[config.mk]
export PLATFORM = sky130hd
export DESIGN_NAME = password_store_arbiter
export DESIGN_NICKNAME = d
export VERILOG_FILES = /design/src/rtl/password_store_arbiter.sv
export SDC_FILE = /design/constraint.sdc
export NUM_CORES = 1
export LEC_CHECK = 0
export CORE_ASPECT_RATIO = 2
export CORE_UTILIZATION = 47
export CTS_CLUSTER_DIAMETER = 60
export DETAILED_ROUTE_END_ITERATION = 10
export HOLD_SLACK_MARGIN = 0.02
export PLACE_DENSITY_LB_ADDON = 0.05
export REMOVE_ABC_BUFFERS = 1
export SYNTH_ARGS = -nofsm -noshare
export SYNTH_HDL_FRONTEND = slang
export SYNTH_SLANG_ARGS = --single-unit
[constraint.sdc]
create_clock -name CLK -period 2.6 [get_ports CLK]
set_input_delay 0.52 -clock CLK [delete_from_list [all_inputs] [get_ports CLK]]
set_output_delay 0.52 -clock CLK [all_outputs]
set_load 0.1 [all_outputs]
[src/rtl/password_store_arbiter.sv]
// Single-port arbiter for the password store: setter writes, validator reads, plus a
// clear engine that is only built when PASSWORD_ARBITER_CLEAR_EN is defined.
module password_store_arbiter #(
  parameter int DEPTH  = 4,
  parameter int ADDR_W = 2,
  parameter int DATA_W = 4
) (
  input  logic              CLK,
  input  logic              RST,
  input  logic              lockDown,
  input  logic              wrReq,
  input  logic [ADDR_W-1:0] wrAddr,
  input  logic [DATA_W-1:0] wrData,
  output logic              wrGnt,
  output logic              wrDenied,
  input  logic              rdReq,
  input  logic [ADDR_W-1:0] rdAddr,
  output logic              rdGnt,
  output logic              rdValid,
  output logic [DATA_W-1:0] rdData,
  input  logic              clearReq,
  output logic              clearBusy,
  output logic [ADDR_W-1:0] storeAddress,
  output logic              storeWrite,
  output logic [DATA_W-1:0] storeData,
  input  logic [DATA_W-1:0] storeQ,
  output logic [1:0]        dbgState
);

`ifdef PASSWORD_ARBITER_CLEAR_EN
  localparam bit CLR_EN = 1'b1;
`else
  localparam bit CLR_EN = 1'b0;
`endif
  localparam logic [ADDR_W-1:0] LAST = ADDR_W'(DEPTH - 1);

  typedef enum logic [1:0] {
    S_IDLE  = 2'd0,
    S_READ  = 2'd1,
    S_WRITE = 2'd2,
    S_CLEAR = 2'd3
  } state_e;

  state_e            state_q, state_d;
  logic              last_wr_q, last_wr_d;    // 1: most recent grant went to the writer
  logic              clr_pend_q, clr_pend_d;
  logic [ADDR_W-1:0] cnt_q, cnt_d;
  logic [ADDR_W-1:0] rd_addr_q, rd_addr_d, wr_addr_q, wr_addr_d;
  logic [DATA_W-1:0] wr_data_q, wr_data_d, rd_hold_q, rd_hold_d;
  logic              rd_valid_q, rd_valid_d, wr_denied_q, wr_denied_d;
  logic              rd_gnt_q, rd_gnt_d, wr_gnt_q, wr_gnt_d, busy_q, busy_d;
  logic              st_we_q, st_we_d;
  logic [ADDR_W-1:0] st_addr_q, st_addr_d;
  logic [DATA_W-1:0] st_data_q, st_data_d;
  logic              wr_pend, rd_pend, clr_go;

  always_comb begin
    wr_pend    = wrReq & ~lockDown;
    rd_pend    = rdReq;
    clr_go     = CLR_EN & (clr_pend_q | clearReq);
    state_d    = state_q;
    cnt_d      = cnt_q;
    last_wr_d  = last_wr_q;
    clr_pend_d = clr_pend_q;
    rd_addr_d  = rd_addr_q;
    wr_addr_d  = wr_addr_q;
    wr_data_d  = wr_data_q;

    case (state_q)
      S_IDLE: begin
        if (clr_go)                  state_d = S_CLEAR;
        else if (rd_pend && wr_pend) state_d = last_wr_q ? S_READ : S_WRITE;
        else if (rd_pend)            state_d = S_READ;
        else if (wr_pend)            state_d = S_WRITE;
      end
      // the owner's own request is ignored here, so a lone requester idles in between
      S_READ: begin
        last_wr_d = 1'b0;
        if (clr_go)       state_d = S_CLEAR;
        else if (wr_pend) state_d = S_WRITE;
        else              state_d = S_IDLE;
      end
      S_WRITE: begin
        last_wr_d = 1'b1;
        if (clr_go)       state_d = S_CLEAR;
        else if (rd_pend) state_d = S_READ;
        else              state_d = S_IDLE;
      end
      S_CLEAR: begin
        if (cnt_q == LAST) begin
          state_d = S_IDLE;
          cnt_d   = '0;
        end else begin
          cnt_d = cnt_q + ADDR_W'(1);
        end
      end
      default: state_d = S_IDLE;
    endcase

    if (state_q != S_CLEAR) begin
      if (state_d == S_CLEAR) clr_pend_d = 1'b0;
      else if (clearReq)      clr_pend_d = CLR_EN;
    end

    if (state_d == S_READ && state_q != S_READ) rd_addr_d = rdAddr;
    if (state_d == S_WRITE && state_q != S_WRITE) begin
      wr_addr_d = wrAddr;
      wr_data_d = wrData;
    end

    rd_valid_d  = (state_q == S_READ);
    rd_hold_d   = rd_valid_q ? storeQ : rd_hold_q;
    wr_denied_d = (state_q == S_IDLE) & wrReq & lockDown;

    rd_gnt_d = (state_d == S_READ);
    wr_gnt_d = (state_d == S_WRITE);
    busy_d   = (state_d == S_CLEAR);
    st_we_d  = wr_gnt_d | busy_d;
    case (state_d)
      S_READ:  st_addr_d = rd_addr_d;
      S_WRITE: st_addr_d = wr_addr_d;
      S_CLEAR: st_addr_d = cnt_d;
      default: st_addr_d = '0;
    endcase
    st_data_d = wr_gnt_d ? wr_data_d : '0;
  end

  always_ff @(posedge CLK or negedge RST) begin
    if (!RST) begin
      state_q     <= S_IDLE;
      last_wr_q   <= 1'b1;
      clr_pend_q  <= 1'b0;
      cnt_q       <= '0;
      rd_addr_q   <= '0;
      wr_addr_q   <= '0;
      wr_data_q   <= '0;
      rd_hold_q   <= '0;
      rd_valid_q  <= 1'b0;
      wr_denied_q <= 1'b0;
      rd_gnt_q    <= 1'b0;
      wr_gnt_q    <= 1'b0;
      busy_q      <= 1'b0;
      st_we_q     <= 1'b0;
      st_addr_q   <= '0;
      st_data_q   <= '0;
    end else begin
      state_q     <= state_d;
      last_wr_q   <= last_wr_d;
      clr_pend_q  <= clr_pend_d;
      cnt_q       <= cnt_d;
      rd_addr_q   <= rd_addr_d;
      wr_addr_q   <= wr_addr_d;
      wr_data_q   <= wr_data_d;
      rd_hold_q   <= rd_hold_d;
      rd_valid_q  <= rd_valid_d;
      wr_denied_q <= wr_denied_d;
      rd_gnt_q    <= rd_gnt_d;
      wr_gnt_q    <= wr_gnt_d;
      busy_q      <= busy_d;
      st_we_q     <= st_we_d;
      st_addr_q   <= st_addr_d;
      st_data_q   <= st_data_d;
    end
  end

  // store read data arrives the cycle after the address, so it is passed straight
  // through on the valid cycle and held afterwards
  assign rdData       = rd_valid_q ? storeQ : rd_hold_q;
  assign rdValid      = rd_valid_q;
  assign rdGnt        = rd_gnt_q;
  assign wrGnt        = wr_gnt_q;
  assign wrDenied     = wr_denied_q;
  assign clearBusy    = busy_q;
  assign storeAddress = st_addr_q;
  assign storeWrite   = st_we_q;
  assign storeData    = st_data_q;
  assign dbgState     = state_q;

endmodule

After elaboration in Yosys (flattened, before gate mapping). Cells that the tools add are included.

Bits in latches: 0. Register bits after elaboration: 29. Memories kept: 0. Word-level logic and storage cells: 52. Input bits: 18. Bits in read-only memories: 0. Output and inout bits: 18. Bits in writable memories: 0.

Magnitude comparators: 0. Multiplexer cells: 17. Multiply operators: 0. Bitwise gates (word level): 5. Shift-type cells: 0. Reductions and logical operators: 5. Eq/ne operators: 9. Div/mod/pow operators: 0. Add/sub/neg operators: 1.

Operators with widths (count): 2-to-1 mux 2 bit (10); 2-to-1 mux 4 bit (3); equality test 2 bit, second input constant (5); one-hot mux 2 bit (4 select lines) (1); one-hot mux 2 bit (3 select lines) (1); equality test 2 x 1 -> 1 bit, second input constant (2); AND 1 bit (3); logical AND 1 bit (3); adder 2 x 1 -> 2 bit, second input constant (1); logical NOT 2 bit (1); inequality test 2 x 1 -> 1 bit, second input constant (1); inequality test 2 bit, second input constant (1); one-hot mux 1 bit (2 select lines) (1); nonzero test 2 bit (1); 2-to-1 mux 1 bit (1); NOT 1 bit (1); bitwise OR 1 bit (1).

Depth between registers and ports, before layout. Gate-level depths: netlist of the first run.

Depth after elaboration: 10. Depth in mapped cells: 8. Gate-level depth less buffers: 8.

Least setup slack after synthesis of the first run. OpenSTA, ideal clock, no wires.

Kind: reg2reg. Start point: register state_q[0] (netlist: dbgState[0]). End point: register wr_addr_q[0]. Clock period less this slack: 2.621 ns. Arrival: 2.493 ns. Path buffers: 1. Required time: 2.472 ns. Path slack: -0.021 ns. Library setup time: 0.128 ns. Cell stages (with the launch flop): 9. Cell sequence: dfrtp_1 -> inv_1 -> ha_1 -> buf_2 -> a21o_1 -> nor2_1 -> a21oi_4 -> nor2_8 -> mux2_1.

Longest elaborated chain between the ends: 7. Elaborated cells on any way between the ends: 13. Those cells by class: eq/ne: 5; mux: 6; reduce/logical: 2.

Ends and longest elaborated chain: start, declared (line 44) `state_e state_q, state_d;`; start signal, assigned (line 147) `state_q <= state_d;`; 2-to-1 mux 2 bit (line 74) `else if (wr_pend) state_d = S_WRITE;`; 2-to-1 mux 2 bit (line 73) `else if (rd_pend) state_d = S_READ;`; 2-to-1 mux 2 bit (line 72) `else if (rd_pend && wr_pend) state_d = last_wr_q ? S_READ : S_WRITE;`; one-hot mux 2 bit (4 select lines) (line 69) `case (state_q)`; equality test 2 bit (line 106) `if (state_d == S_WRITE && state_q != S_WRITE) begin`; logical AND 1 bit * (line 106); 2-to-1 mux 2 bit * (line 106); net wr_addr_d[0] (line 48) `logic [ADDR_W-1:0] rd_addr_q, rd_addr_d, wr_addr_q, wr_addr_d;`; end signal, assigned (line 152) `wr_addr_q <= wr_addr_d;`; end, declared (line 48).

The timed path passes the listed nets; every way through them passes the cells marked *. A chain may end at the register's enable or synchronous reset.

Worst setup path after layout of the first run.
Start point: input wrReq. End point: register wr_data_q[3].

Longest elaborated chain between the ends: 8. Elaborated cells on any way between the ends: 10. Those cells by class: eq/ne: 1; mux: 6; bitwise: 1; reduce/logical: 2.

Ends and longest elaborated chain: start, declared (line 11) `input logic wrReq,`; AND 1 bit * (line 58) `wr_pend = wrReq & ~lockDown;`; 2-to-1 mux 2 bit (line 74); 2-to-1 mux 2 bit (line 73); 2-to-1 mux 2 bit (line 72); one-hot mux 2 bit (4 select lines) * (line 69); equality test 2 bit * (line 106); logical AND 1 bit * (line 106); 2-to-1 mux 4 bit * (line 106); net wr_data_d[3] (line 49) `logic [DATA_W-1:0] wr_data_q, wr_data_d, rd_hold_q, rd_hold_d;`; end signal, assigned (line 153) `wr_data_q <= wr_data_d;`; end, declared (line 49).

Marked as above.

==> results by stage, run 1 <==
Setup path:
- The worst setup path is of the input pin to flip-flop kind.
- On the critical path, the stage with the largest delay is an instance of sky130_fd_sc_hd__clkdlybuf4s50_1.
- The longest individual stage delay on the worst path is 0.49 ns.
- The buffer and inverter count on the worst path is 1.
- Walking the worst path, the cells encountered are clkdlybuf4s50_1 -> or3b_4 -> a221oi_2 -> a21oi_4 -> nor2_8 -> mux2_1.
- The number of gates on the worst path with buffers counted is 6.
- For the worst flop-to-flop path, the logic depth is 8.
- The largest fanout on the critical path is 6.
- For the worst setup path, the data arrival time is 2.33 ns.
- The critical path startpoint category is an input pin.
- Grouping stages by cell kind, the critical path spends the most delay in simple AND/OR/NAND/NOR gates.
- The endpoint kind of the worst setup timing path is a flip-flop.
- For the worst setup path, the data required time is 2.76 ns.

Global route:
- Entering global routing, the biggest net connects 30 pins.
- The via count of the first global-routing pass came to 945.
- The global routing usage summed across all routing layers is 20.3%.
- The initial antenna violation count came to 0.
- The wire length of the first global-routing pass is roughly 4100 um.
- The total overflow reported by the global router is 0.

Yosys:
- Of the synthesized area, sequential elements account for 55.5%.
- The average cell area after synthesis is 13.5 um2.
- The most frequent cell after synthesis is sky130_fd_sc_hd__dfrtp_1.
- The top cell type's share of synthesized area is between 50% and 60%.
- The Yosys step of the flow raised 0 warnings.
- The number of enable-type register cells in the synthesized netlist is 0.
- The synthesized netlist cell count is 97.
- After synthesis, the most frequently instantiated cells are 28 x sky130_fd_sc_hd__dfrtp_1, 9 x sky130_fd_sc_hd__nor2_1, 8 x sky130_fd_sc_hd__inv_1, 8 x sky130_fd_sc_hd__mux2_2, 7 x sky130_fd_sc_hd__mux2i_1.
- The area of the mapped netlist is 1310 um2.
- In the synthesized netlist the dominant register cell turns out to be sky130_fd_sc_hd__dfrtp_1.
- The largest total area in the synthesized netlist belongs to sky130_fd_sc_hd__dfrtp_1.
- After synthesis the netlist holds a flip-flop and latch count of 29.
- The number of distinct library cells after synthesis is 28.
- Sorting the synthesized cells by area gives the leading types as sky130_fd_sc_hd__dfrtp_1 54%, sky130_fd_sc_hd__mux2_2 6.9%, sky130_fd_sc_hd__mux2i_1 5.4%.
- The share of flip-flops with an asynchronous set or reset after synthesis is between 90% and 100%.

Timing:
- The final-report setup violation count is 0.
- The remaining max-slew budget at the tightest pin is 75.4%.
- The top achievable clock speed is 0.460 GHz.
- The total count of hold-check failures in the final report is 0.
- The portion of the clock cycle consumed by the worst path in the final layout is 83.6%.
- On the final layout, the worst clock skew is 0.00635 ns.
- The number of max-slew violations in the final report is 0.
- The routed design could run at a clock period as short as around 2.2 ns.
- Setup repair after global routing left no endpoint under its margin.
- The transition time of the tightest slew-check pin is around 0.37 ns.

Cells and area:
- The antenna cell count is 0.
- The net total in the final layout is 165.
- Summing all non-filler instances in the final layout gives an area of around 1800 um2.
- The final standard cell utilization of the core is 70.0%.
- The area growth from synthesis to layout is 39.3%.
- Of the cells placed in the final design, the portion with a size suffix greater than 1 is 34.3%.

Die:
- In this run the standard cell core region covers 2600 um2.
- The die is 76.6 um tall.
- After floorplanning, the core was divided into 26 placement rows.
- Once the floorplan was initialized, standard cells occupied 50.3% of the core.
- Pin placement for this block handled 36 I/O pins.
- The die span in x is 39.3 um.
- The die covers 3010 um2.

Clock network:
- The tree is rooted in a sky130_fd_sc_hd__clkbuf_8.
- TritonCTS built the clock tree.
- The clock insertion delay at the later pin of the skew report is approximately 0.28 ns.
- The post-CTS setup-driven buffer insertion count is 0.
- In this run, CTS created clock tree buffers numbering 5.
- Hold repair after CTS inserted 0 buffers.
- After clock tree synthesis, the clock-pin slew on the worst setup and hold paths is approximately 0.05 ns.
- The clock passes through at most 2 buffers.
- The number of gates resized after CTS was 0.
- The maximum level of the CTS H-tree is 2.
- The tree built by TritonCTS fans out to 29 sinks.

Detailed routing:
- The total number of vias is 900.
- The detailed-router iteration count before antenna repair is 3.
- The average vias per placed instance is 5.26.
- The first routing iteration left 19 violations.
- The detailed-route wire length per cell is 14.4 um.
- The remaining number of nets flagged by the antenna check after routing is 0.
- The total length of routed wires is 2460 um.
- After detailed routing, the number of remaining DRC violations is 0.

Placement:
- Detailed placement ended at an HPWL of 1950 um.
- In this run the cell area measured after placement is roughly 1700 um2.
- Routability-driven placement finished with a final weighted congestion of 0.724.
- Input and output buffers added on the ports amount to 34.

Hold path:
- The tightest min-delay check is of the flip-flop to flip-flop type.
- Counting instances, the worst hold path has a depth of 1.

Run:
- The total of max-cap violations is 0.

Run status:
- The flow ran to the end, and the final reports show no timing, DRC or antenna violations.
path summary, 6_finish.rpt:
path | startpoint | to | slack [ns]
max reg2reg | dbgState[1] | rd_addr_q[0] | 0.57
max | wrReq | wr_data_q[3] | 0.43
max in group asynchronous | RST | last_wr_q | 1.68
min reg2reg | wr_data_q[2] | wr_data_q[2] | 0.49
min in group asynchronous | RST | wrDenied | 0.62
min | wr_data_q[2] | wr_data_q[2] | 0.49
area by class of cell:
cell class,count,area (um2)
fill,215,779
sequential,29,727
multi-input combinational,58,543
timing repair buffer,39,383
clock buffer,7,96.3
tap,28,35.0
inverter,9,33.8
clock inverter,1,5.00
per-stage QoR:
step	hold WS [ns]	setup WS, ns	TNS [ns]	cells
2_1_floorplan	0.224	-0.0504	-0.377	96
6_report	0.486	0.428	0	171
4_1_cts	0.488	0.415	0	171
5_1_grt	0.503	0.359	0	171
3_5_place_dp	0.476	0.135	0	163
3_3_place_gp	0.467	0.156	0	163
metal layers:
metal / share of wire, % / routed length [um] / track usage [%] / vias to the layer above
met1: 33 / 809 / 21.0 / 433
met5: 0 / 0 / 0 / -
met3: 4.9 / 120 / 6.12 / 10
met4: 3.4 / 83 / 11.0 / 0
li1: - / - / - / 429
met2: 59 / 1450 / 33.7 / 28
logic make-up (layout without fill, tap and decap cells):
logic type               Yosys count  after routing  synth area share, %
AND/OR/NAND/NOR                   20             20                 9.56
multiplexers                      21             21                 17.4
flip-flops                        29             29                 55.5
buffers and inverters             10             56                 2.96
AO/OA/AOI/OAI                     12             12                 9.75
adder cells (fa/ha/maj)            5              5                 4.78
worst reg2reg max path, stage by stage (launching register included):
cell                        delay [ns]
sky130_fd_sc_hd__dfrtp_1          0.47
sky130_fd_sc_hd__inv_1            0.14
sky130_fd_sc_hd__ha_1             0.30
sky130_fd_sc_hd__inv_1            0.10
sky130_fd_sc_hd__o2bb2ai_2        0.09
sky130_fd_sc_hd__o22ai_2          0.19
sky130_fd_sc_hd__inv_2            0.09
sky130_fd_sc_hd__nor3_2           0.17
sky130_fd_sc_hd__mux2_2           0.36
cell usage in the layout, fill, tap and decap left out, types with 3 or more instances in the layout:
cell and count:
sky130_fd_sc_hd__mux2_2 8, sky130_fd_sc_hd__mux2i_1 7, sky130_fd_sc_hd__ha_1 5, sky130_fd_sc_hd__clkbuf_8 7, sky130_fd_sc_hd__inv_1 8, sky130_fd_sc_hd__dfrtp_1 28
sky130_fd_sc_hd__buf_4 19, sky130_fd_sc_hd__nor2b_1 3, sky130_fd_sc_hd__buf_12 4, sky130_fd_sc_hd__clkdlybuf4s50_1 16, sky130_fd_sc_hd__mux2_1 6, sky130_fd_sc_hd__nor2_1 9
flip-flops by register name, summed over array words and instances, names as in the netlist:
register / count
rdGnt: 1
storeAddress: 2
cnt_q: 2
last_wr_q: 1
storeData: 4
wrDenied: 1
rd_addr_q: 2
rdValid: 1
dbgState: 2
storeWrite: 1
wr_addr_q: 2
rd_hold_q: 4
wr_data_q: 4
wrGnt: 1
clearBusy: 1
Power of run 1 is not shown: default switching activity piles up to over one toggle a cycle in this logic, so the estimate is an artifact.
==> run 2, diff against run 1 <==
==> constraint.sdc (replaced) <==
create_clock -name CLK -period 2.2 [get_ports CLK]
set_input_delay 0.44 -clock CLK [delete_from_list [all_inputs] [get_ports CLK]]
set_output_delay 0.44 -clock CLK [all_outputs]
set_load 0.1 [all_outputs]
==> run 2 against run 1 <==
Global-route usage rose by 0.36 points. First-iteration DRC count fell by 89%. Core utilization rose by 0.29 points. Critical path type unchanged. Sequential share of layout area fell by 0.16 points. Via count fell by 0.33%. Worst hold slack improved by 0.0025 ns. Die area did not move.
==> results by stage, run 2 (synthesis results as in run 1) <==
Clock network:
- The number of instances resized during post-cts repair is 0 (unchanged).
- TritonCTS built the clock tree.
- The clock insertion delay at the later pin of the skew report is 0.28 ns (about the same).
- The maximum level of the CTS H-tree is 2 (unchanged).
- The post-cts hold buffer count is 0 (unchanged).
- The post-CTS setup-driven buffer insertion count is 0 (unchanged).
- The clock tree root driver cell is sky130_fd_sc_hd__clkbuf_8.
- The clock-pin slew on the worst setup and hold paths is 0.06 ns (about the same).
- The buffer depth of the longest clock path is 2 (unchanged).
- The number of buffers created by CTS was 5 (unchanged).
- The sink count of the clock tree is 29 (unchanged).

Cells and area:
- The top cell types in the final layout, fill and taps aside, are 28 x sky130_fd_sc_hd__dfrtp_1, 22 x sky130_fd_sc_hd__buf_4, 16 x sky130_fd_sc_hd__clkdlybuf4s50_1.
- Leaving out fill and tap cells, the most frequent cell in the layout is sky130_fd_sc_hd__dfrtp_1.
- The post-route standard cell area excluding fillers is 1830 um2 (+0.41%).
- The area occupied by registers is 727 um2 (unchanged).
- The layout cell share with drive strength beyond 1 is 34.5% (+0.22 points).
- The net total in the final layout is 168 (+1.8%).
- The multi-input gate area in the final layout came to 543 um2 (unchanged).
- The final standard cell utilization of the core came to 70.3% (+0.29 points).
- The antenna cell count is 0 (unchanged).
- The final-layout fill cell count was 217 (+0.93%).
- From synthesis to final layout, the design area changed by 39.9%.

Hold path:
- The worst hold path belongs to the class flip-flop to flip-flop.

Detailed routing:
- The violation count after the first detailed-routing iteration came to 2 (-17).
- The total number of vias is 897 (-0.33%).
- The remaining number of nets flagged by the antenna check after routing is 0 (unchanged).
- The detailed-route wire length per cell came to 14.4 um (+0.29%).
- The detailed-router iteration count before antenna repair is 2 (-1).
- The DRC violation count after routing is 0 (unchanged).
- The average vias per placed instance is 5.18 (-1.5%).
- The total length of routed wires is 2500 um (+1.5%).

Die:
- The floorplan die height is 76.6 um (unchanged).
- The full die area is 3010 um2 (unchanged).
- The die span in x is 39.3 um (unchanged).
- The total I/O pin count was 36 (unchanged).
- The core area came to 2600 um2 (unchanged).
- The number of placement rows was 26 (unchanged).
- The effective utilization at floorplan is 50.3% (unchanged).

Setup path:
- The number of cells on the worst reg-to-reg path is 7 (-1).
- The required time of the critical path was 2.35 ns (-0.41 ns).
- The category of the critical setup timing path is input pin to flip-flop.
- The critical path endpoint is wr_addr_q[0].
- The worst register-to-register path begins at dbgState[1].
- The arrival time reported for the critical path endpoint came to 2.22 ns (-0.11 ns).
- The largest fanout on the critical path is 6 (unchanged).
- The endpoint kind of the worst setup timing path is a flip-flop.
- In this run the worst setup path begins at wrReq.
- The worst reg2reg path endpoint is rd_addr_q[1].
- The register-to-register setup slack is 0.24 ns (-0.33 ns).
- The critical path startpoint category is an input pin.

Timing:
- In the finished design, the share of the clock period the worst path needs comes to 94.1%.
- Based on the critical path, the design can be clocked at up to 0.483 GHz.
- The total count of hold-check failures in the final report is 0 (unchanged).
- The final setup TNS came to 0 ns (unchanged).
- Setup repair after global routing left no endpoint under its margin.
- The final-report setup violation count is 0 (unchanged).
- The worst clock skew is 0.00424 ns (-0.00210 ns).
- The transition time of the tightest slew-check pin is 0.358 ns (-0.0102 ns).
- The post-layout minimum cycle time is between 2 and 2.5 ns.
- The final critical-path setup slack is 0.129 ns (-0.299 ns).
- The remaining max-slew budget at the tightest pin is 76.1% (+0.68 points).
- The number of max-slew violations in the final report is 0 (unchanged).

Placement:
- The placement-stage cell area is 1740 um2 (+1.3%).
- The final weighted congestion of routability-driven global placement was 0.714 (-1.3%).
- The HPWL after detailed placement is 2000 um (+3.0%).
- The worst-case setup slack after placement is -0.169 ns (-0.304 ns).
- The number of buffers inserted by port buffering is 34 (unchanged).

Global route:
- The via count of the first global-routing pass is 961 (+1.7%).
- The global routing usage summed across all routing layers is 20.6% (+0.36 points).
- The largest net degree at the start of global routing is 30 (unchanged).
- The initial antenna violation count was 0 (unchanged).
- The wire length of the first global-routing pass is 4180 um (+1.3%).
- The total overflow reported by the global router was 0 (unchanged).

Run status:
- The flow ran to the end, and the final reports show no timing, DRC or antenna violations.

Run:
- The total of max-cap violations is 0 (unchanged).
[run 2: cell types whose count changed in the layout (fill, tap and decap cells not counted)]
cell	before	now
sky130_fd_sc_hd__clkinv_2	1	0
sky130_fd_sc_hd__buf_4	19	22
sky130_fd_sc_hd__clkbuf_8	7	6
sky130_fd_sc_hd__clkbuf_1	0	1
[run 2: how the worst min path moves through the flow]
stage / from / endpoint / cells after the start
4_1_cts: wr_data_q[3] / wr_data_q[3] / 1
5_1_grt: wr_data_q[0] / wr_data_q[0] / 1
2_1_floorplan: RST / clearBusy / 0
3_5_place_dp: wr_data_q[3] / wr_data_q[3] / 1
6_report: wr_data_q[3] / wr_data_q[3] / 1
3_3_place_gp: wr_data_q[3] / wr_data_q[3] / 1
[run 2: critical path: stages]
cell and delay, ns:
sky130_fd_sc_hd__clkdlybuf4s50_1 0.49, sky130_fd_sc_hd__or3b_4 0.39, sky130_fd_sc_hd__a221oi_2 0.35, sky130_fd_sc_hd__a21oi_4 0.08
sky130_fd_sc_hd__nor2_8 0.14, sky130_fd_sc_hd__mux2_1 0.34
[run 2: final cells by class]
type	count	share of cell area, %
Sequential cell	29	39.7
Multi-Input combinational cell	58	29.7
Timing Repair Buffer	42	22.1
Clock buffer	7	4.72
Tap cell	28	1.91
Inverter	9	1.85
[run 2: routing by layer]
| metal | vias up | GRT usage [%] | routed length, um |
|---|---|---|---|
| li1 | 433 | - | - |
| met2 | 26 | 36.5 | 1480 |
| met5 | - | 0 | 0 |
| met4 | 0 | 12.4 | 82 |
| met1 | 432 | 18.7 | 805 |
| met3 | 6 | 5.25 | 129 |
[run 2: metrics by stage]
stage,cells,hold slack [ns]
floorplan,96,0.144
global placement,166,0.467
detailed placement,166,0.479
CTS,173,0.493
global route,173,0.510
finish,173,0.488
Power of run 2 is left out for the same reason.
